### config.mk
export PLATFORM = sky130hd
export DESIGN_NAME = sram_rmw_master_flat
export DESIGN_NICKNAME = d
export VERILOG_FILES = /design/src/rtl/sram_pkg.sv /design/src/rtl/sram_rmw_master_if.sv /design/src/rtl/sram_byte_merge.sv /design/src/rtl/sram_rmw_master.sv /design/src/flat_wrapper.sv
export SDC_FILE = /design/constraint.sdc
export NUM_CORES = 1
export LEC_CHECK = 0
export ABC_AREA = 0
export CORE_ASPECT_RATIO = 0.75
export CORE_UTILIZATION = 33
export DETAILED_ROUTE_END_ITERATION = 10
export GPL_TIMING_DRIVEN = 0
export SLEW_MARGIN = 10
export SYNTH_ARGS = -nofsm -noshare
export SYNTH_HDL_FRONTEND = slang
export SYNTH_SLANG_ARGS = --single-unit
### constraint.sdc
create_clock -name clk -period 4.3 [get_ports clk]
set_input_delay 1.29 -clock clk [delete_from_list [all_inputs] [get_ports clk]]
set_output_delay 1.29 -clock clk [all_outputs]
set_load 0.01 [all_outputs]
### src/rtl/sram_pkg.sv
// -----------------------------------------------------------------------------
// sram_pkg
//   Shared definitions for the SRAM read-modify-write master and the
//   512x32 single-port SRAM wrapper it drives.
//   Contents:
//     SRAM_ADDR_W  word address width of the SRAM (512 words)
//     SRAM_DATA_W  data width of the SRAM
//     STRB_W       byte-strobe width (one bit per data byte)
//     state_t      controller state encoding
// -----------------------------------------------------------------------------
package sram_pkg;

   localparam int SRAM_ADDR_W = 9;
   localparam int SRAM_DATA_W = 32;
   localparam int STRB_W      = SRAM_DATA_W / 8;

   // IDLE: waiting for a request
   // RD  : read pulse on the SRAM
   // CAP : capture read data (and merge for partial writes)
   // WR  : write pulse on the SRAM
   // RSP : response held until the consumer takes it
   typedef enum logic [2:0] {
      IDLE = 3'd0,
      RD   = 3'd1,
      CAP  = 3'd2,
      WR   = 3'd3,
      RSP  = 3'd4
   } state_t;

endpackage

### src/rtl/sram_rmw_master_if.sv
// -----------------------------------------------------------------------------
// sram_rmw_master_if
//   Bundles the CPU request/response handshake and the SRAM wrapper bus of
//   the read-modify-write master.
//   Signals:
//     req_valid/req_ready/req_addr/req_we/req_wstrb/req_wdata  request channel
//     rsp_valid/rsp_ready/rsp_rdata                            response channel
//     mem_en/mem_wen/mem_addr/mem_wdata/mem_rdata              SRAM wrapper bus
//   Modports:
//     slave  : the controller (consumes requests, drives the SRAM bus)
//     master : the surrounding system (issues requests, models the SRAM)
// -----------------------------------------------------------------------------
interface sram_rmw_master_if
   import sram_pkg::*;
#(
   parameter int ADDR_W = SRAM_ADDR_W,
   parameter int DATA_W = SRAM_DATA_W
);

   logic                  req_valid;
   logic                  req_ready;
   logic [ADDR_W-1:0]     req_addr;
   logic                  req_we;
   logic [DATA_W/8-1:0]   req_wstrb;
   logic [DATA_W-1:0]     req_wdata;

   logic                  rsp_valid;
   logic                  rsp_ready;
   logic [DATA_W-1:0]     rsp_rdata;

   logic                  mem_en;
   logic                  mem_wen;
   logic [ADDR_W-1:0]     mem_addr;
   logic [DATA_W-1:0]     mem_wdata;
   logic [DATA_W-1:0]     mem_rdata;

   modport slave (
      input  req_valid, req_addr, req_we, req_wstrb, req_wdata,
      output req_ready,
      output rsp_valid, rsp_rdata,
      input  rsp_ready,
      output mem_en, mem_wen, mem_addr, mem_wdata,
      input  mem_rdata
   );

   modport master (
      output req_valid, req_addr, req_we, req_wstrb, req_wdata,
      input  req_ready,
      input  rsp_valid, rsp_rdata,
      output rsp_ready,
      input  mem_en, mem_wen, mem_addr, mem_wdata,
      output mem_rdata
   );

endinterface

### src/rtl/sram_byte_merge.sv
// -----------------------------------------------------------------------------
// sram_byte_merge
//   Combinational byte merge for read-modify-write: each output byte takes
//   the new data byte when its strobe is set, otherwise the old byte.
//   Ports:
//     old_data  in   DATA_W     word read from the SRAM
//     new_data  in   DATA_W     write data from the request
//     strb      in   DATA_W/8   byte enables
//     merged    out  DATA_W     merged word
// -----------------------------------------------------------------------------
module sram_byte_merge #(
   parameter int DATA_W = 32
) (
   input  logic [DATA_W-1:0]   old_data,
   input  logic [DATA_W-1:0]   new_data,
   input  logic [DATA_W/8-1:0] strb,
   output logic [DATA_W-1:0]   merged
);

   genvar gi;
   generate
      for (gi = 0; gi < DATA_W / 8; gi++) begin : g_byte
         assign merged[gi*8 +: 8] = strb[gi] ? new_data[gi*8 +: 8]
                                             : old_data[gi*8 +: 8];
      end
   endgenerate

endmodule

### src/rtl/sram_rmw_master.sv
// -----------------------------------------------------------------------------
// sram_rmw_master
//   Initiator-side controller for the 512x32 single-port SRAM wrapper.
//   Accepts word requests with byte strobes, issues single-cycle enable
//   pulses to the wrapper, and turns partial writes into read-modify-write
//   (the wrapper only writes full words).
//   Ports:
//     clk    in   clock
//     reset  in   synchronous, active-high reset
//     bus    slave modport of sram_rmw_master_if (request, response and
//            SRAM wrapper signals)
//   Latency from accept to first rsp_valid cycle:
//     read 3, full write 2, partial write 4, zero-strobe write 1.
// -----------------------------------------------------------------------------
module sram_rmw_master
   import sram_pkg::*;
#(
   parameter int ADDR_W = SRAM_ADDR_W,
   parameter int DATA_W = SRAM_DATA_W
) (
   input  logic                clk,
   input  logic                reset,
   sram_rmw_master_if.slave    bus
);

   localparam int SW = DATA_W / 8;

   state_t              state_q,     state_d;
   logic                we_q,        we_d;
   logic [SW-1:0]       wstrb_q,     wstrb_d;
   logic [DATA_W-1:0]   wdata_q,     wdata_d;
   logic                mem_en_q,    mem_en_d;
   logic                mem_wen_q,   mem_wen_d;
   logic [ADDR_W-1:0]   mem_addr_q,  mem_addr_d;
   logic [DATA_W-1:0]   mem_wdata_q, mem_wdata_d;
   logic [DATA_W-1:0]   rsp_rdata_q, rsp_rdata_d;
   logic [DATA_W-1:0]   merged;

   sram_byte_merge #(
      .DATA_W (DATA_W)
   ) u_merge (
      .old_data (bus.mem_rdata),
      .new_data (wdata_q),
      .strb     (wstrb_q),
      .merged   (merged)
   );

   always_ff @(posedge clk) begin
      if (reset) begin
         state_q     <= IDLE;
         we_q        <= 1'b0;
         wstrb_q     <= '0;
         wdata_q     <= '0;
         mem_en_q    <= 1'b0;
         mem_wen_q   <= 1'b0;
         mem_addr_q  <= '0;
         mem_wdata_q <= '0;
         rsp_rdata_q <= '0;
      end else begin
         state_q     <= state_d;
         we_q        <= we_d;
         wstrb_q     <= wstrb_d;
         wdata_q     <= wdata_d;
         mem_en_q    <= mem_en_d;
         mem_wen_q   <= mem_wen_d;
         mem_addr_q  <= mem_addr_d;
         mem_wdata_q <= mem_wdata_d;
         rsp_rdata_q <= rsp_rdata_d;
      end
   end

   // The SRAM strobes are registered, so they are computed here for the
   // state being entered: mem_en is high exactly during RD and WR, and
   // RD/WR are never adjacent, so pulses are always separated by a low cycle.
   always_comb begin
      state_d     = state_q;
      we_d        = we_q;
      wstrb_d     = wstrb_q;
      wdata_d     = wdata_q;
      mem_en_d    = 1'b0;
      mem_wen_d   = 1'b0;
      mem_addr_d  = mem_addr_q;
      mem_wdata_d = mem_wdata_q;
      rsp_rdata_d = rsp_rdata_q;

      case (state_q)
         IDLE: begin
            if (bus.req_valid) begin
               we_d       = bus.req_we;
               wstrb_d    = bus.req_wstrb;
               wdata_d    = bus.req_wdata;
               mem_addr_d = bus.req_addr;
               if (!bus.req_we || (bus.req_wstrb != '0 && bus.req_wstrb != '1)) begin
                  // Reads and partial writes both start with a read pulse.
                  state_d  = RD;
                  mem_en_d = 1'b1;
               end else if (bus.req_wstrb == '1) begin
                  state_d     = WR;
                  mem_en_d    = 1'b1;
                  mem_wen_d   = 1'b1;
                  mem_wdata_d = bus.req_wdata;
                  rsp_rdata_d = bus.req_wdata;
               end else begin
                  // No bytes enabled: nothing to write, answer at once.
                  state_d     = RSP;
                  rsp_rdata_d = '0;
               end
            end
         end

         RD: begin
            state_d = CAP;
         end

         CAP: begin
            // mem_rdata is valid in this cycle (one cycle after the pulse).
            if (we_q) begin
               state_d     = WR;
               mem_en_d    = 1'b1;
               mem_wen_d   = 1'b1;
               mem_wdata_d = merged;
               rsp_rdata_d = merged;
            end else begin
               state_d     = RSP;
               rsp_rdata_d = bus.mem_rdata;
            end
         end

         WR: begin
            state_d = RSP;
         end

         RSP: begin
            if (bus.rsp_ready) begin
               state_d = IDLE;
            end
         end

         default: begin
            state_d = IDLE;
         end
      endcase
   end

   assign bus.req_ready = (state_q == IDLE);
   assign bus.rsp_valid = (state_q == RSP);
   assign bus.rsp_rdata = rsp_rdata_q;
   assign bus.mem_en    = mem_en_q;
   assign bus.mem_wen   = mem_wen_q;
   assign bus.mem_addr  = mem_addr_q;
   assign bus.mem_wdata = mem_wdata_q;

endmodule
### src/flat_wrapper.sv
// flat-port wrapper written by rule: the top's interface ports become plain ports
module sram_rmw_master_flat import sram_pkg::*;
#(
   parameter int ADDR_W = SRAM_ADDR_W,
   parameter int DATA_W = SRAM_DATA_W
)
  (clk, reset, bus_req_valid, bus_req_addr, bus_req_we, bus_req_wstrb, bus_req_wdata, bus_req_ready, bus_rsp_valid, bus_rsp_rdata, bus_rsp_ready, bus_mem_en, bus_mem_wen, bus_mem_addr, bus_mem_wdata, bus_mem_rdata);
  sram_rmw_master_if #(.ADDR_W(ADDR_W), .DATA_W(DATA_W)) bus_i ();
  input  logic clk;
  input  logic reset;
  input wire logic [$bits(bus_i.req_valid)-1:0] bus_req_valid;
  input wire logic [$bits(bus_i.req_addr)-1:0] bus_req_addr;
  input wire logic [$bits(bus_i.req_we)-1:0] bus_req_we;
  input wire logic [$bits(bus_i.req_wstrb)-1:0] bus_req_wstrb;
  input wire logic [$bits(bus_i.req_wdata)-1:0] bus_req_wdata;
  output wire logic [$bits(bus_i.req_ready)-1:0] bus_req_ready;
  output wire logic [$bits(bus_i.rsp_valid)-1:0] bus_rsp_valid;
  output wire logic [$bits(bus_i.rsp_rdata)-1:0] bus_rsp_rdata;
  input wire logic [$bits(bus_i.rsp_ready)-1:0] bus_rsp_ready;
  output wire logic [$bits(bus_i.mem_en)-1:0] bus_mem_en;
  output wire logic [$bits(bus_i.mem_wen)-1:0] bus_mem_wen;
  output wire logic [$bits(bus_i.mem_addr)-1:0] bus_mem_addr;
  output wire logic [$bits(bus_i.mem_wdata)-1:0] bus_mem_wdata;
  input wire logic [$bits(bus_i.mem_rdata)-1:0] bus_mem_rdata;
  assign bus_i.req_valid = bus_req_valid;
  assign bus_i.req_addr = bus_req_addr;
  assign bus_i.req_we = bus_req_we;
  assign bus_i.req_wstrb = bus_req_wstrb;
  assign bus_i.req_wdata = bus_req_wdata;
  assign bus_req_ready = bus_i.req_ready;
  assign bus_rsp_valid = bus_i.rsp_valid;
  assign bus_rsp_rdata = bus_i.rsp_rdata;
  assign bus_i.rsp_ready = bus_rsp_ready;
  assign bus_mem_en = bus_i.mem_en;
  assign bus_mem_wen = bus_i.mem_wen;
  assign bus_mem_addr = bus_i.mem_addr;
  assign bus_mem_wdata = bus_i.mem_wdata;
  assign bus_i.mem_rdata = bus_mem_rdata;
  sram_rmw_master #(.ADDR_W(ADDR_W), .DATA_W(DATA_W)) u_core (.clk(clk), .reset(reset), .bus(bus_i));
endmodule
==> impl_metrics.sql <==
INSERT INTO impl_metrics (metric_group, metric, value, unit) VALUES
('outcome', 'status', 'finished clean', ''),
('placement', 'detailed_place_hpwl', '14.07', 'mm'),
('yosys', 'yosys-top-cells-area', 'sky130_fd_sc_hd__dfxtp_1, sky130_fd_sc_hd__nand2_1, sky130_fd_sc_hd__a21oi_1', ''),
('clock_tree', 'clock_tree.buffer_depth', '2', ''),
('die', 'fp-row-count', '40', ''),
('route', 'vias_per_cell', '5.235', ''),
('setup_path', 'path_class', 'register to primary output', ''),
('yosys', 'yosys-top-cells-count', 'sky130_fd_sc_hd__nand2_1, sky130_fd_sc_hd__dfxtp_1, sky130_fd_sc_hd__a21oi_1', ''),
('yosys', 'postSynthRegisterBits', '115', ''),
('die', 'floorplan.die.width', '151.6', 'µm'),
('die', 'fp.dieArea', '17300', 'µm²'),
('yosys', 'synth.most_common_cell', 'sky130_fd_sc_hd__nand2_1', ''),
('clock_tree', 'cts_inserted_buffers', '17', ''),
('yosys', 'async_set_or_reset_flop_fraction_in_the_synthesized_netlist', '0', '%'),
('global_route', 'initial_antenna_violation_count', '0', ''),
('route', 'dr_total_vias', '5403', ''),
('global_route', 'grt_max_degree', '17', ''),
('job', 'cap_violations', '0', ''),
('yosys', 'synth_top_area_share', '41.58', '%'),
('sta', 'tightest_slew', '0.8330', 'ns'),
('finish', 'num_antenna_cells', '0', ''),
('route', 'dr.pass1.iters', '6', ''),
('yosys', 'ys.warnings.count', '0', ''),
('clock_tree', 'cts.htree.levels', '4', ''),
('pwr', 'power_density', '395.2', 'nW/µm²'),
('pwr', 'pwr-share-comb', '19.5', '%'),
('yosys', 'syn_area_per_cell', '8.733', 'µm²'),
('route', 'detail_route.wirelength', '18.95', 'mm'),
('pwr', 'netSwitchingFraction', '27.23', '%'),
('sta', 'rsz_0062_raised_after_global_routing', 'false', ''),
('clock_tree', 'cts_hold_buffers', '0', ''),
('sta', 'timing.clock.skew', '0.006555', 'ns'),
('pwr', 'max-vdd-ir-drop', '261.3', 'µV'),
('sta', 'fmax', '312.8', 'MHz'),
('finish', 'drive_gt1_share', '16.06', '%'),
('clock_tree', 'postCtsSetupRepairBufs', '0', ''),
('setup_path', 'critPathMaxFanout', '8', ''),
('global_route', 'track_usage', '23.08', '%'),
('placement', 'io_buffers', '157', ''),
('yosys', 'syn-cell-area', '5537', 'µm²'),
('yosys', 'synth.distinct_cells', '32', ''),
('die', 'ioPinCount', '159', ''),
('global_route', 'grt_pass1_vias', '5549', ''),
('sta', 'finalCriticalPeriod', '3.197', 'ns'),
('setup_path', 'worst_setup_path_end_kind', 'primary output', ''),
('clock_tree', 'ctsResizeCount', '0', ''),
('route', 'avgRoutedWirePerCell', '18.37', 'µm'),
('yosys', 'synth-seq-area-share', '41.58', '%'),
('finish', 'post_synthesis_to_final_layout_area_growth', '43.05', '%'),
('min_path', 'min-delay-path-class', 'register to register', ''),
('setup_path', 'cp.required', '3.01', 'ns'),
('yosys', 'synthDominantAreaCellType', 'sky130_fd_sc_hd__dfxtp_1', ''),
('sta', 'period_utilization', '74.36', '%'),
('setup_path', 'critical_path_arrival', '1.91', 'ns'),
('yosys', 'synth_edf_count', '0', ''),
('global_route', 'overflow', '0', ''),
('clock_tree', 'clock_sink_total', '115', ''),
('route', 'detailedRoute.firstIterationViolations', '318', ''),
('sta', 'finalHoldViolations', '0', ''),
('pwr', 'pwr-share-clk', '42.4', '%'),
('finish', 'nets', '892', ''),
('pwr', 'share_seq_of_total_power', '38.1', '%'),
('finish', 'fin_area', '7920', 'µm²'),
('sta', 'max_slew_margin', '44.46', '%'),
('sta', 'setup_viol', '0', ''),
('yosys', 'synth_cells', '634', ''),
('placement', 'routabilityCongestion', '0.8614', ''),
('pwr', 'internal_power', '0.002278', 'W'),
('pwr', 'net_switching_power', '0.0008523', 'W'),
('route', 'remaining_drc_errors', '0', ''),
('sta', 'drv_slew', '0', '');
==> cell type report <==
type / count / area (µm²)
well taps: 210 / 262.8
multi-input cells: 457 / 2918
plain buffers: 61 / 312.8
clock buffers: 26 / 499.2
clock inverters: 5 / 50.05
flip-flops and latches: 115 / 2302
fillers: 1541 / 8295
inverters: 1 / 3.754
repair buffers: 157 / 1572
==> power groups by stage <==
stage	clock network [W]	logic, W	registers (W)
3_3_place_gp	0	0.000593	0.00121
2_1_floorplan	0	0.000319	0.00122
6_report	0.00133	0.000611	0.00119
5_1_grt	0.00140	0.000664	0.00120
3_5_place_dp	0	0.000609	0.00121
4_1_cts	0.00135	0.000613	0.00119
==> stage by stage <==
stage                     std cells  worst slack, ns  util (%)  total power [W]  hold slack, ns
after global routing           1032            1.009     48.84         0.003267          0.4734
final                          1032            1.103     48.84         0.003130          0.4490
after floorplan                 634            1.821         -         0.001536          0.4465
after detailed placement       1001           0.8640     45.46         0.001822          0.4440
after CTS                      1032            1.103     48.84         0.003153          0.4509
after global placement         1001           0.8852     45.46         0.001802          0.4384
==> final timing paths <==
| kind | to | cells after the start | slack, ns | startpoint |
|---|---|---|---|---|
| hold reg to reg | u_core.bus.mem_wdata[14] | 2 | 0.45 | u_core.bus.mem_wdata[14] |
| setup / recovery | bus_rsp_valid | 3 | 1.10 | u_core.state_q[2] |
| setup reg to reg | u_core.bus.rsp_rdata[1] | 7 | 2.31 | u_core.state_q[1] |
| hold / removal | u_core.bus.mem_wdata[14] | 2 | 0.45 | u_core.bus.mem_wdata[14] |
==> cell usage in the layout (no fill, tap or decap), drive strengths merged, types with 33 or more instances in the layout <==
cell type        n
a21oi           79
clkdlybuf4s50  157
a22oi           33
clkbuf          48
nand2          161
buf             39
nor3            36
dfxtp          115
==> sequential cells by signal (all words and copies together) (netlist names) <==
signal / cells
u_core.wdata_q: 32
u_core.wstrb_q: 4
u_core.state_q: 3
u_core.bus.rsp_rdata: 32
u_core.bus.mem_wen: 1
u_core.bus.mem_en: 1
u_core.we_q: 1
u_core.bus.mem_addr: 9
u_core.bus.mem_wdata: 32
==> kinds of logic after synthesis <==
group                  after synthesis  synth area share, %
AO/OA/AOI/OAI                      183                24.25
buffers and inverters               62                5.717
flip-flops                         115                41.58
multiplexers                        64                12.29
AND/OR/NAND/NOR                    210                16.16
==> routing by layer <==
layer	share of wire, %	track usage, %
met3	7.2	5.657
met1	45	30.28
met2	47	36.83
met5	0	0
met4	1.0	8.053
==> worst max-delay path: stages, from the launching register on <==
cell                              delay, ns
sky130_fd_sc_hd__dfxtp_1               0.30
sky130_fd_sc_hd__buf_2                 0.22
sky130_fd_sc_hd__nor3b_1               0.36
sky130_fd_sc_hd__clkdlybuf4s50_1       0.61
Note: power is estimated with default switching activity, not from simulation.
